==> src/rtl/lockin_pkg.sv <==
// Shared definitions for the lookup-SRAM arbiter: FSM states, read tag
// layout and default bus widths.
package lockin_pkg;

    localparam int unsigned DEF_AW = 16;
    localparam int unsigned DEF_DW = 16;

    typedef enum logic [1:0] {
        ST_BOOT  = 2'd0,
        ST_LOAD  = 2'd1,
        ST_DRAIN = 2'd2,
        ST_RUN   = 2'd3
    } arb_state_e;

    localparam logic PORT_A = 1'b0;
    localparam logic PORT_B = 1'b1;

    typedef struct packed {
        logic valid;
        logic port;
    } rd_tag_t;

    function automatic rd_tag_t make_tag(input logic gnt_a, input logic gnt_b);
        rd_tag_t t;
        t.valid = gnt_a | gnt_b;
        t.port  = gnt_b ? PORT_B : PORT_A;
        return t;
    endfunction

endpackage

==> src/rtl/sram_rd_tagpipe.sv <==
// Read-return path: delays each read tag by the SRAM latency, then captures
// sram_dout into the owning port's rdata register and pulses its rvalid.
module sram_rd_tagpipe
    import lockin_pkg::*;
#(
    parameter int unsigned DW     = DEF_DW,
    parameter int unsigned RD_LAT = 1
) (
    input  logic          i_clk,
    input  logic          i_rst,
    input  logic [1:0]    i_tag,
    input  logic [DW-1:0] i_dout,
    output logic          o_ra_rvalid,
    output logic [DW-1:0] o_ra_rdata,
    output logic          o_rb_rvalid,
    output logic [DW-1:0] o_rb_rdata
);

    rd_tag_t       r_tag [RD_LAT];
    rd_tag_t       w_tag_in;
    rd_tag_t       w_tag_out;
    logic          w_hit_a;
    logic          w_hit_b;
    logic          r_ra_rvalid;
    logic          r_rb_rvalid;
    logic [DW-1:0] r_ra_rdata;
    logic [DW-1:0] r_rb_rdata;

    assign w_tag_in  = i_tag;
    assign w_tag_out = r_tag[RD_LAT-1];
    assign w_hit_a   = w_tag_out.valid && (w_tag_out.port == PORT_A);
    assign w_hit_b   = w_tag_out.valid && (w_tag_out.port == PORT_B);

    // Shifts every cycle regardless of arbiter state so in-flight reads always land.
    always_ff @(posedge i_clk or posedge i_rst) begin
        if (i_rst) begin
            for (int i = 0; i < RD_LAT; i++) begin
                r_tag[i] <= '0;
            end
        end else begin
            r_tag[0] <= w_tag_in;
            for (int i = 1; i < RD_LAT; i++) begin
                r_tag[i] <= r_tag[i-1];
            end
        end
    end

    always_ff @(posedge i_clk or posedge i_rst) begin
        if (i_rst) begin
            r_ra_rvalid <= 1'b0;
            r_rb_rvalid <= 1'b0;
            r_ra_rdata  <= '0;
            r_rb_rdata  <= '0;
        end else begin
            r_ra_rvalid <= w_hit_a;
            r_rb_rvalid <= w_hit_b;
            if (w_hit_a) begin
                r_ra_rdata <= i_dout;
            end
            if (w_hit_b) begin
                r_rb_rdata <= i_dout;
            end
        end
    end

    assign o_ra_rvalid = r_ra_rvalid;
    assign o_rb_rvalid = r_rb_rvalid;
    assign o_ra_rdata  = r_ra_rdata;
    assign o_rb_rdata  = r_rb_rdata;

endmodule

==> src/rtl/sram_arbiter.sv <==
// Single-port lookup SRAM arbiter: boot sequencing around the flash loader,
// write-priority grants, round-robin A/B reads and tagged read return.
module sram_arbiter
    import lockin_pkg::*;
#(
    parameter int unsigned AW     = DEF_AW,
    parameter int unsigned DW     = DEF_DW,
    parameter int unsigned RD_LAT = 1
) (
    input  logic          CLK36,
    input  logic          rst,
    input  logic          wr_lock,
    input  logic          wr_req,
    input  logic [AW-1:0] wr_addr,
    input  logic [DW-1:0] wr_data,
    output logic          wr_gnt,
    input  logic          ra_req,
    input  logic [AW-1:0] ra_addr,
    output logic          ra_gnt,
    output logic          ra_rvalid,
    output logic [DW-1:0] ra_rdata,
    input  logic          rb_req,
    input  logic [AW-1:0] rb_addr,
    output logic          rb_gnt,
    output logic          rb_rvalid,
    output logic [DW-1:0] rb_rdata,
    output logic          sram_wen,
    output logic [AW-1:0] sram_addr,
    output logic [DW-1:0] sram_wdata,
    input  logic [DW-1:0] sram_dout,
    output logic          ready
);

    // DRAIN lasts RD_LAT+1 cycles: the counter runs RD_LAT down to 0.
    localparam logic [1:0] LAT_CNT = 2'(RD_LAT);

    arb_state_e r_state;
    logic [1:0] r_cnt;
    logic       r_ready;
    logic       r_rr;
    logic       w_wr_ok;
    logic       w_rd_ok;
    logic       w_wr_gnt;
    logic       w_ra_gnt;
    logic       w_rb_gnt;
    rd_tag_t    w_tag;

    always_ff @(posedge CLK36 or posedge rst) begin
        if (rst) begin
            r_state <= ST_BOOT;
            r_cnt   <= 2'd0;
            r_ready <= 1'b0;
        end else begin
            case (r_state)
                ST_BOOT: begin
                    if (wr_lock) begin
                        r_state <= ST_LOAD;
                    end
                end
                ST_LOAD: begin
                    if (!wr_lock) begin
                        r_state <= ST_DRAIN;
                        r_cnt   <= LAT_CNT;
                    end
                end
                ST_DRAIN: begin
                    if (r_cnt == 2'd0) begin
                        if (wr_lock) begin
                            r_state <= ST_LOAD;
                        end else begin
                            r_state <= ST_RUN;
                            r_ready <= 1'b1;
                        end
                    end else begin
                        r_cnt <= r_cnt - 2'd1;
                    end
                end
                ST_RUN: begin
                    if (wr_lock) begin
                        r_state <= ST_DRAIN;
                        r_cnt   <= LAT_CNT;
                        r_ready <= 1'b0;
                    end
                end
                default: begin
                    r_state <= ST_BOOT;
                    r_ready <= 1'b0;
                end
            endcase
        end
    end

    assign w_wr_ok  = (r_state == ST_LOAD) || (r_state == ST_RUN);
    assign w_wr_gnt = wr_req && w_wr_ok;
    assign w_rd_ok  = (r_state == ST_RUN) && !w_wr_gnt;
    assign w_ra_gnt = w_rd_ok && ra_req && (!rb_req || (r_rr == PORT_A));
    assign w_rb_gnt = w_rd_ok && rb_req && (!ra_req || (r_rr == PORT_B));

    // Pointer flips on every read grant, including a lone requester's.
    always_ff @(posedge CLK36 or posedge rst) begin
        if (rst) begin
            r_rr <= PORT_A;
        end else if (w_ra_gnt || w_rb_gnt) begin
            r_rr <= ~r_rr;
        end
    end

    always_comb begin
        sram_wen   = 1'b0;
        sram_addr  = '0;
        sram_wdata = '0;
        if (w_wr_gnt) begin
            sram_wen   = 1'b1;
            sram_addr  = wr_addr;
            sram_wdata = wr_data;
        end else if (w_ra_gnt) begin
            sram_addr = ra_addr;
        end else if (w_rb_gnt) begin
            sram_addr = rb_addr;
        end
    end

    assign w_tag = make_tag(w_ra_gnt, w_rb_gnt);

    sram_rd_tagpipe #(
        .DW     (DW),
        .RD_LAT (RD_LAT)
    ) u_tagpipe (
        .i_clk       (CLK36),
        .i_rst       (rst),
        .i_tag       (w_tag),
        .i_dout      (sram_dout),
        .o_ra_rvalid (ra_rvalid),
        .o_ra_rdata  (ra_rdata),
        .o_rb_rvalid (rb_rvalid),
        .o_rb_rdata  (rb_rdata)
    );

    assign wr_gnt = w_wr_gnt;
    assign ra_gnt = w_ra_gnt;
    assign rb_gnt = w_rb_gnt;
    assign ready  = r_ready;

endmodule

==> config.mk <==
export PLATFORM = sky130hd
export DESIGN_NAME = sram_arbiter
export DESIGN_NICKNAME = d
export VERILOG_FILES = /design/src/rtl/lockin_pkg.sv /design/src/rtl/sram_rd_tagpipe.sv /design/src/rtl/sram_arbiter.sv
export SDC_FILE = /design/constraint.sdc
export NUM_CORES = 1
export LEC_CHECK = 0
export CORE_MARGIN = 2
export CORE_UTILIZATION = 37
export DETAILED_ROUTE_END_ITERATION = 16
export PLACE_DENSITY = 0.87
export SETUP_SLACK_MARGIN = 0.3
export SLEW_MARGIN = 20
export SYNTH_ARGS = -nofsm -noshare
export SYNTH_HDL_FRONTEND = slang
export SYNTH_SLANG_ARGS = --single-unit
==> constraint.sdc <==
create_clock -name CLK36 -period 3.81 [get_ports CLK36]
set_clock_uncertainty 0.15 [all_clocks]
set_input_delay 0.381 -clock CLK36 [delete_from_list [all_inputs] [get_ports CLK36]]
set_output_delay 0.381 -clock CLK36 [all_outputs]
set_load 0.005 [all_outputs]
==> qor.yml <==
timing:
  slew_viol_final: 0
  period_minus_slack_ns: 3.10
  fmax_mhz: 323
  fin_tns_setup_ns: 0
  timing.hold.ws_ns: 0.335
  grt_setup_unrepaired: "false"
  hold_violations: 0
  finalSetupViolCount: 0
  fin_crit_sh_pct: 81.3
  tightest_slew_ns: 0.782
  relSlewSlack_pct: 47.7
setup_path:
  crit_start: "r_state[0]"
  regToRegEndpoint: "u_tagpipe.r_tag[0]"
  end_kind: "output port"
  r2r-start: "r_state[0]"
  crit_type: "register to output port"
  startpoint_type: "register"
  required_ns: 3.28
  reg2reg_depth: 3
  rrSetupSlack_ns: 2.03
  crit_arrival_ns: 2.57
  cp_max_fo: 40
  crit_end: "sram_addr[3]"
global_route:
  antenna_found_initial: 0
  grt_pass1_vias: 1943
  grtUsageTotal_pct: 20.3
  grt-ovfl-total: 0
  grt_max_degree: 43
  grt_pass1_wl_mm: 9.89
yosys:
  synthDistinctLibCells: 31
  ys_seq_elements: 42
  synthesis.area_um2: 2090
  syn_avg_cell_area_um2: 12.2
  synth_top_area_share_pct: 50.4
  yosysTopAreaCell: "dfrtp_1"
  synth_area_leaders: "dfrtp_1, mux2_2, and3_1, a221o_1, a221o_2"
  synth_warnings: 0
  synth_ff_type: "dfrtp_1"
  synth_edf_count: 0
  yosysSeqAreaShare_pct: 50.4
  ys_async_sr_fraction_pct: 100
  syn_inst: 171
  synthesis.nets: 258
floorplanning:
  boundaryPins: 157
  core_region_area_um2: 5470
  dieArea_um2: 6260
  die_w_um: 79.1
  start_util_pct: 38.1
  rows: 27
  die_y_um: 79.1
drt:
  vias: 1968
  first_iter_violations: 104
  dr.pass1.iters: 4
  drc: 0
  vias_per_cell: 4.99
  ant_nets: 0
  wirelength_mm: 6.48
  avgRoutedWirePerCell_um: 16.4
cts:
  cts-hold-fix-buffers: 0
  cts_root_buf: "clkbuf_8"
  worstSkewPairLatency_ns: 0.29
  cts.sinks: 42
  ctsHtreeMaxLevel: 2
  clk_path_buf_depth: 2
  clkSlewWorstSetupHoldPaths_ns: 0.08
  numCtsBuffers: 5
  postCtsSetupBuffers: 0
  cts_tree: "built"
  cts_resized: 0
worst_hold_path:
  hp-class: "register to register"
placement:
  place_congestion: 0.755
  dp.cells: 387
  dp_hpwl_mm: 4.94
  io_buffers: 156
final_layout:
  finalNonFillerCells: 394
  finish.utilization_pct: 69.0
  synthToLayoutAreaGrowth_pct: 81.1
  antenna_cells: 0
  drive_above_1_share_pct: 17.4
  nets: 409
power:
  total_power_mw: 2.11
  ir_worst_vdd_mv: 0.291
  p_leak_nw: 1.66
  powerDensity_nw_per_um2: 558
outcome:
  status: "finished clean"
job:
  timing.max_cap.violations: 0
==> layout by cell type, fill, tap and decap left out <==
| cell | synthesis | final |
|---|---|---|
| mux2_2 | 32 | 32 |
| and3_2 | 4 | 4 |
| nand2_1 | 4 | 4 |
| and2_1 | 1 | 1 |
| nor3b_1 | 1 | 1 |
| a21oi_1 | 1 | 1 |
| bufinv_16 | 0 | 1 |
| o21bai_1 | 1 | 1 |
| nor3_1 | 1 | 1 |
| buf_4 | 1 | 4 |
| a21o_1 | 1 | 1 |
| a22o_2 | 1 | 1 |
| xor2_1 | 1 | 1 |
| a31oi_1 | 1 | 1 |
| o21ai_0 | 3 | 3 |
| and3b_1 | 1 | 1 |
| nor2b_1 | 3 | 3 |
| and3_1 | 30 | 30 |
| a31o_2 | 1 | 1 |
| nand2b_1 | 1 | 1 |
| clkbuf_8 | 0 | 6 |
| nor2_1 | 1 | 1 |
| a221o_2 | 7 | 7 |
| inv_1 | 5 | 5 |
| dfrtp_1 | 42 | 42 |
| ha_1 | 1 | 1 |
| o21a_1 | 1 | 1 |
| a22oi_1 | 1 | 1 |
| clkdlybuf4s50_1 | 0 | 156 |
| a221o_1 | 9 | 9 |
==> layer usage <==
layer	track usage (%)	share of wire [%]
met4	6.90	1.5
met5	0	0
met1	25.4	41
met2	35.3	54
met3	3.86	4.2
==> final cells by class <==
| type | instances | area (um^2) |
|---|---|---|
| fill | 420 | 1690 |
| multi-input combinational | 108 | 915 |
| sequential | 42 | 1050 |
| clock buffer | 6 | 82.6 |
| clock inverter | 1 | 30.0 |
| timing repair buffer | 160 | 1590 |
| inverter | 5 | 18.8 |
| tap | 72 | 90.1 |
==> logic make-up (layout without fill, tap and decap cells) <==
group | count (synthesis) | count (layout) | share of synthesized area [%]
flip-flops | 42 | 42 | 50.4
AO/OA/AOI/OAI | 27 | 27 | 11.7
buffers and inverters | 21 | 172 | 5.82
multiplexers | 32 | 32 | 17.3
adder cells (fa/ha/maj) | 1 | 1 | 0.599
AND/OR/NAND/NOR | 47 | 47 | 13.8
XOR/XNOR | 1 | 1 | 0.420
==> worst max-delay path, stage by stage, from the launching register on <==
cell and delay (ns):
dfrtp_1 0.32, buf_4 0.29, and3b_1 0.26, and3_1 0.60, a221o_2 0.28, clkdlybuf4s50_1 0.51
==> power by group <==
part / internal, mW / switching (mW)
clock network: 0.210 / 0.146
registers: 0.629 / 0.0980
logic: 0.692 / 0.333
total: 1.53 / 0.577
==> through the flow <==
step	setup slack, ns	instance area, um^2
after floorplan	1.87	2090
after global placement	0.925	3670
after detailed placement	0.835	3670
after CTS	0.716	3780
after global routing	0.550	3780
final	0.712	3780
==> state kept, by name, summed over array words and instances, names as in the netlist <==
name	flops
r_cnt	2
r_rr	1
r_state	2
ready	1
u_tagpipe.o_ra_rdata	16
u_tagpipe.o_ra_rvalid	1
u_tagpipe.o_rb_rdata	16
u_tagpipe.o_rb_rvalid	1
u_tagpipe.r_tag	2
==> how the worst min path moves through the flow <==
stage,startpoint,slack (ns),depth (start not counted),end
finish,r_rr,0.34,1,r_rr
global placement,r_rr,0.32,1,r_rr
detailed placement,r_rr,0.32,1,r_rr
global route,r_rr,0.35,1,r_rr
floorplan,r_rr,0.30,1,r_rr
CTS,r_rr,0.33,1,r_rr
==> synth_stat cells (all sizes together), types with 3 or more instances <==
library cell and n:
a221o 16, and3 34, buf 9, clkbuf 7
dfrtp 42, inv 5, mux2 32, nand2 4
nor2b 3, o21ai 3
Note: power is estimated with default switching activity, not from simulation.
